<file path="src/rtl/alu_share_arb.sv">
// Round-robin arbiter sharing one external combinational ALU between two requesters.
// Results land one cycle later in per-requester slots; an undrained full slot blocks its requester.
module alu_share_arb #(
  parameter int TAG_W = 4
) (
  input  logic               clk,
  input  logic               resetn,
  input  logic [1:0]         req_valid,
  output logic [1:0]         req_ready,
  input  logic [63:0]        req_a,
  input  logic [63:0]        req_b,
  input  logic [7:0]         req_op,
  input  logic [1:0]         req_ovctrl,
  input  logic [1:0]         req_wrctrl,
  input  logic [2*TAG_W-1:0] req_tag,
  input  logic [1:0]         flush,
  output logic [31:0]        alu_a,
  output logic [31:0]        alu_b,
  output logic [3:0]         alu_ctrl,
  output logic               alu_ovctrl,
  output logic               alu_wrctrl,
  input  logic [31:0]        alu_result,
  input  logic               alu_ov,
  input  logic               alu_write_reg,
  output logic [1:0]         rsp_valid,
  input  logic [1:0]         rsp_ready,
  output logic [63:0]        rsp_result,
  output logic [1:0]         rsp_ov,
  output logic [1:0]         rsp_wr,
  output logic [2*TAG_W-1:0] rsp_tag,
  output logic [15:0]        conflict_cnt
);

  logic [1:0]         rsp_valid_q, rsp_valid_d;
  logic [63:0]        rsp_result_q, rsp_result_d;
  logic [1:0]         rsp_ov_q, rsp_ov_d;
  logic [1:0]         rsp_wr_q, rsp_wr_d;
  logic [2*TAG_W-1:0] rsp_tag_q, rsp_tag_d;
  logic               rr_q, rr_d;
  logic [15:0]        cnt_q, cnt_d;
  logic [1:0]         elig;
  logic [1:0]         grant;

  // A slot being drained this cycle can accept a new result, so ready never waits a bubble.
  always_comb begin
    elig = req_valid & ~flush & (~rsp_valid_q | rsp_ready);
    if (&elig) begin
      grant = rr_q ? 2'b10 : 2'b01;
    end else begin
      grant = elig;
    end
  end

  assign req_ready = grant;

  always_comb begin
    alu_a      = '0;
    alu_b      = '0;
    alu_ctrl   = '0;
    alu_ovctrl = 1'b0;
    alu_wrctrl = 1'b0;
    if (grant[0]) begin
      alu_a      = req_a[31:0];
      alu_b      = req_b[31:0];
      alu_ctrl   = req_op[3:0];
      alu_ovctrl = req_ovctrl[0];
      alu_wrctrl = req_wrctrl[0];
    end else if (grant[1]) begin
      alu_a      = req_a[63:32];
      alu_b      = req_b[63:32];
      alu_ctrl   = req_op[7:4];
      alu_ovctrl = req_ovctrl[1];
      alu_wrctrl = req_wrctrl[1];
    end
  end

  // Flush is applied last so it wins over both drain and capture.
  always_comb begin
    rsp_valid_d  = rsp_valid_q;
    rsp_result_d = rsp_result_q;
    rsp_ov_d     = rsp_ov_q;
    rsp_wr_d     = rsp_wr_q;
    rsp_tag_d    = rsp_tag_q;
    for (int i = 0; i < 2; i++) begin
      if (rsp_valid_q[i] && rsp_ready[i]) begin
        rsp_valid_d[i] = 1'b0;
      end
      if (grant[i]) begin
        rsp_valid_d[i]              = 1'b1;
        rsp_result_d[32*i +: 32]    = alu_result;
        rsp_ov_d[i]                 = alu_ov;
        rsp_wr_d[i]                 = alu_write_reg;
        rsp_tag_d[TAG_W*i +: TAG_W] = req_tag[TAG_W*i +: TAG_W];
      end
      if (flush[i]) begin
        rsp_valid_d[i] = 1'b0;
      end
    end
    rr_d  = (|grant) ? grant[0] : rr_q;
    cnt_d = ((&elig) && (cnt_q != 16'hFFFF)) ? cnt_q + 16'd1 : cnt_q;
  end

  always_ff @(posedge clk or negedge resetn) begin
    if (!resetn) begin
      rsp_valid_q  <= '0;
      rsp_result_q <= '0;
      rsp_ov_q     <= '0;
      rsp_wr_q     <= '0;
      rsp_tag_q    <= '0;
      rr_q         <= 1'b0;
      cnt_q        <= '0;
    end else begin
      rsp_valid_q  <= rsp_valid_d;
      rsp_result_q <= rsp_result_d;
      rsp_ov_q     <= rsp_ov_d;
      rsp_wr_q     <= rsp_wr_d;
      rsp_tag_q    <= rsp_tag_d;
      rr_q         <= rr_d;
      cnt_q        <= cnt_d;
    end
  end

  assign rsp_valid    = rsp_valid_q;
  assign rsp_result   = rsp_result_q;
  assign rsp_ov       = rsp_ov_q;
  assign rsp_wr       = rsp_wr_q;
  assign rsp_tag      = rsp_tag_q;
  assign conflict_cnt = cnt_q;

endmodule

</file>
<file path="config.mk">
export PLATFORM = sky130hd
export DESIGN_NAME = alu_share_arb
export DESIGN_NICKNAME = d
export VERILOG_FILES = /design/src/rtl/alu_share_arb.sv
export SDC_FILE = /design/constraint.sdc
export NUM_CORES = 1
export LEC_CHECK = 0
export ABC_CLOCK_PERIOD_IN_PS = 2300
export BUFFER_PORTS_ARGS = -buffer_cell sky130_fd_sc_hd__buf_2
export CELL_PAD_IN_SITES_DETAIL_PLACEMENT = 0
export CELL_PAD_IN_SITES_GLOBAL_PLACEMENT = 2
export CORE_ASPECT_RATIO = 0.75
export CORE_MARGIN = 5
export CORE_UTILIZATION = 21
export DETAILED_ROUTE_END_ITERATION = 10
export PLACE_DENSITY = 0.83
export SLEW_MARGIN = 20
export SYNTH_ARGS = -nofsm -noshare
export SYNTH_HDL_FRONTEND = slang
export SYNTH_SLANG_ARGS = --single-unit
</file>
<file path="constraint.sdc">
create_clock -name clk -period 2.3 [get_ports clk]
set_input_delay 0.575 -clock clk [delete_from_list [all_inputs] [get_ports clk]]
set_output_delay 0.575 -clock clk [all_outputs]
set_load 0.01 [all_outputs]
</file>
==> flow_summary.toml <==
[cells_and_area]
num-nets-final = 893
layout-drive-gt1-share = 0.685
post-route-cell-area_um2 = 7250
area.growth.synth_to_final_pct = 55.7
fin_cells = 1002

[setup_path]
r2r_start = "rsp_valid[0]"
worst_setup_path_start_kind = "input port"
setup.worst_path.end_class = "primary output"
worst-setup-path-type = "input port to primary output"
critical_path.startpoint = "flush[0]"
required_time_reported_for_the_critical_path_endpoint_ns = 1.73
cp_data_arrival_time_ns = 1.87
reg2reg_to = "rsp_result[30]"
worst_reg2reg_path_depth = 7
critPathMaxFanout = 10
crit_path_end = "alu_a[7]"
setup.reg_to_reg.worst_slack_ns = 0.39

[timing]
finalSetupViolations = 70
final.setup_skew_ns = 0.0106
post-route-min-period_ns = 2.44
grt_setup_unrepaired = "true"
setup_slack_ns = -0.140
timing_worst_slew_pin_value_ns = 0.516
fin_hold_ws_ns = 0.102
final.period_utilization = 1.06
worst_slew_margin_relative_to_its_limit = 0.655
max_freq_ghz = 0.410
drv_slew = 0
timing.final.hold_violations = 0

[yosys]
synthesis_warning_total = 0
ys_ff_latch = 95
synth_simple_gate_area_share = 0.0473
synthMuxAreaShare = 0.186
synth_sequential_area_ratio = 0.511
post_synth_inst_count = 335
synth_area_per_cell_um2 = 13.9
synth.distinct_cells = 38
synthAdderAreaFrac = 0.00269
synth_nets = 526
synth_ff_type = "sky130_fd_sc_hd__dfrtp_1"
synth_compound_area_frac = 0.173
synth.cells.most_frequent = "sky130_fd_sc_hd__dfrtp_1, sky130_fd_sc_hd__a22o_1, sky130_fd_sc_hd__mux2_2"
synth.cell_area_um2 = 4660
synth_top_area_frac = 0.511
largest_family_of_logic_cells_by_synthesized_area = "multiplexers"
synth_xor_xnor_area_share = 0.0282
ys_top_cells_by_area = "sky130_fd_sc_hd__dfrtp_1, sky130_fd_sc_hd__mux2_2, sky130_fd_sc_hd__a22o_1, sky130_fd_sc_hd__buf_6, sky130_fd_sc_hd__mux2_1"
synthMostInstantiatedCell = "sky130_fd_sc_hd__dfrtp_1"
async_flop_share = 1.00
netlist.top_cell.by_area = "sky130_fd_sc_hd__dfrtp_1"
synth_edf_count = 0

[detailed_routing]
vias_per_cell = 4.38
final_antenna_net_count = 0
drt_first_iter_violations = 180
detailroute.via_count = 4390
drtPass1Iterations = 4
route.detailed.wl_per_inst_um = 19.2
drc_errors = 0
detail_route.wirelength_um = 19200

[global_route]
antenna_found_initial = 6
grt_busiest_layer = "met2"
grt_pass1_wl_um = 28400
globalRoute.totalOverflow = 0
met1_track_demand_over_resource = 0.198
grt_max_degree = 56
grt_use_met3 = 0.0519
first_global_vias = 4532
grt_use_total = 0.144
grt.met2_usage = 0.215

[job]
maxCapViolCount = 0

[cts]
clockBufferDepth = 2
clock_latency_ns = 0.35
ctsRootBufferMaster = "sky130_fd_sc_hd__clkbuf_16"
cts-htree-levels = 3
tritoncts_num_sinks = 95
clock_buffer_count_from_cts = 9
post_cts_clock_slew_at_the_launch_and_capture_registers_of_the_worst_setup_and_hold_paths_ns = 0.08
cts_tree = "built"

[die]
floorplan.io_pins = 356
die_width_um = 182
die_outline_area_um2 = 25300
core-area_um2 = 21900
num_rows = 47
initial_core_util = 0.212
die-height_um = 139

[place]
place.gp.congestion = 0.913
dpl.hpwl_um = 15100
placement.io_buffers = 355
place_inst = 979
dpl_cell_area_um2 = 6790
placement_stage_worst_setup_slack_ns = -0.271

[run_status]
violations = "negative setup slack"
run_status = "complete, but fails checks"

[pwr]
p_total_mw = 5.24
cellPowerDensity_nw_per_um2 = 723
p_leak_nw = 3.73
worst_vdd_ir_v = 0.000359

[worst_hold_path]
worst_hold_path_type = "input port to asynchronous set/reset pin"
-- through the flow --
stage,setup TNS [ns],util
2_1_floorplan,0,-
3_3_place_gp,-12.52,0.310
3_5_place_dp,-14.40,0.310
4_1_cts,-6.17,0.326
5_1_grt,-11.20,0.330
6_report,-6.10,0.330
-- state kept, by name, indices dropped and copies added (netlist names) --
name          count
conflict_cnt     16
rr_q              1
rsp_ov            2
rsp_result       64
rsp_tag           8
rsp_valid         2
rsp_wr            2
-- power by group --
| group | internal, mW | switching [mW] |
|---|---|---|
| clock network | 0.761 | 0.708 |
| registers | 2.00 | 0.193 |
| logic | 0.800 | 0.780 |
-- cell type report --
type | instances | area (um^2)
clock inverter | 7 | 63.8
antenna | 1 | 2.50
inverter | 3 | 16.3
multi-input combinational | 211 | 2060
tap | 294 | 368
timing repair buffer | 382 | 2130
sequential | 95 | 2380
fill | 2304 | 14700
clock buffer | 9 | 225
-- critical path, stage by stage --
cell,delay (ns)
sky130_fd_sc_hd__buf_6,0.09
sky130_fd_sc_hd__and2b_2,0.24
sky130_fd_sc_hd__nand2_4,0.07
sky130_fd_sc_hd__o21ai_4,0.17
sky130_fd_sc_hd__clkinv_4,0.14
sky130_fd_sc_hd__buf_6,0.18
sky130_fd_sc_hd__a22o_4,0.24
sky130_fd_sc_hd__buf_2,0.15
-- how the worst min path moves through the flow --
stage / end / slack [ns]
5_1_grt: rsp_result[14] / 0.1
3_3_place_gp: rsp_result[33] / 0.46
2_1_floorplan: conflict_cnt[0] / 0.28
6_report: rsp_result[56] / 0.10
3_5_place_dp: rsp_result[63] / 0.47
4_1_cts: rsp_result[20] / 0.09
-- cell families (layout without fill, tap and decap cells) --
logic type,count (synthesis),in the layout
AOI/OAI and AO/OA,87,87
DFF,95,95
other,0,1
and+or+nand+nor,31,31
xor gates and xnor gates,15,15
buffers and inverters,29,401
muxes,77,77
adders and majority gates,1,1
-- layout by cell type, fill, tap and decap left out, types with 2 or more instances in the layout --
cell                        synthesis  final
sky130_fd_sc_hd__mux2_2            66     66
sky130_fd_sc_hd__a2111oi_2          3      3
sky130_fd_sc_hd__nor4_1             2      2
sky130_fd_sc_hd__buf_16             0      2
sky130_fd_sc_hd__mux2_1            11     11
sky130_fd_sc_hd__nand2b_1           2      2
sky130_fd_sc_hd__a22o_1            70     69
sky130_fd_sc_hd__a21oi_1            3      2
sky130_fd_sc_hd__buf_2              9    352
sky130_fd_sc_hd__nand3_1            4      4
sky130_fd_sc_hd__nand2_1            5      5
sky130_fd_sc_hd__clkinv_4           0      2
sky130_fd_sc_hd__inv_8              0      3
sky130_fd_sc_hd__inv_1              2      2
sky130_fd_sc_hd__a211oi_1           5      5
sky130_fd_sc_hd__a2111oi_4          2      2
sky130_fd_sc_hd__clkbuf_16          0     11
sky130_fd_sc_hd__buf_6             16      5
sky130_fd_sc_hd__nand4_1            5      5
sky130_fd_sc_hd__buf_4              1     17
sky130_fd_sc_hd__buf_12             0      4
sky130_fd_sc_hd__xor2_1            14     14
sky130_fd_sc_hd__and2_4             1      2
sky130_fd_sc_hd__dfrtp_1           95     95
-- metal layers --
layer	up-vias	share of wire
met5	-	0.00068
met2	195	0.45
met1	2154	0.44
li1	2015	-
met3	24	0.093
met4	2	0.012
-- timing repair --
item                       in CTS  in global routing
pin swaps                       1                  1
setup endpoints to repair      71                 70
hold buffers                    0                  0
buffers inserted                2                  0
cloned                          1                  3
resized for setup               6                  5
(Power assumes the default switching activity.)
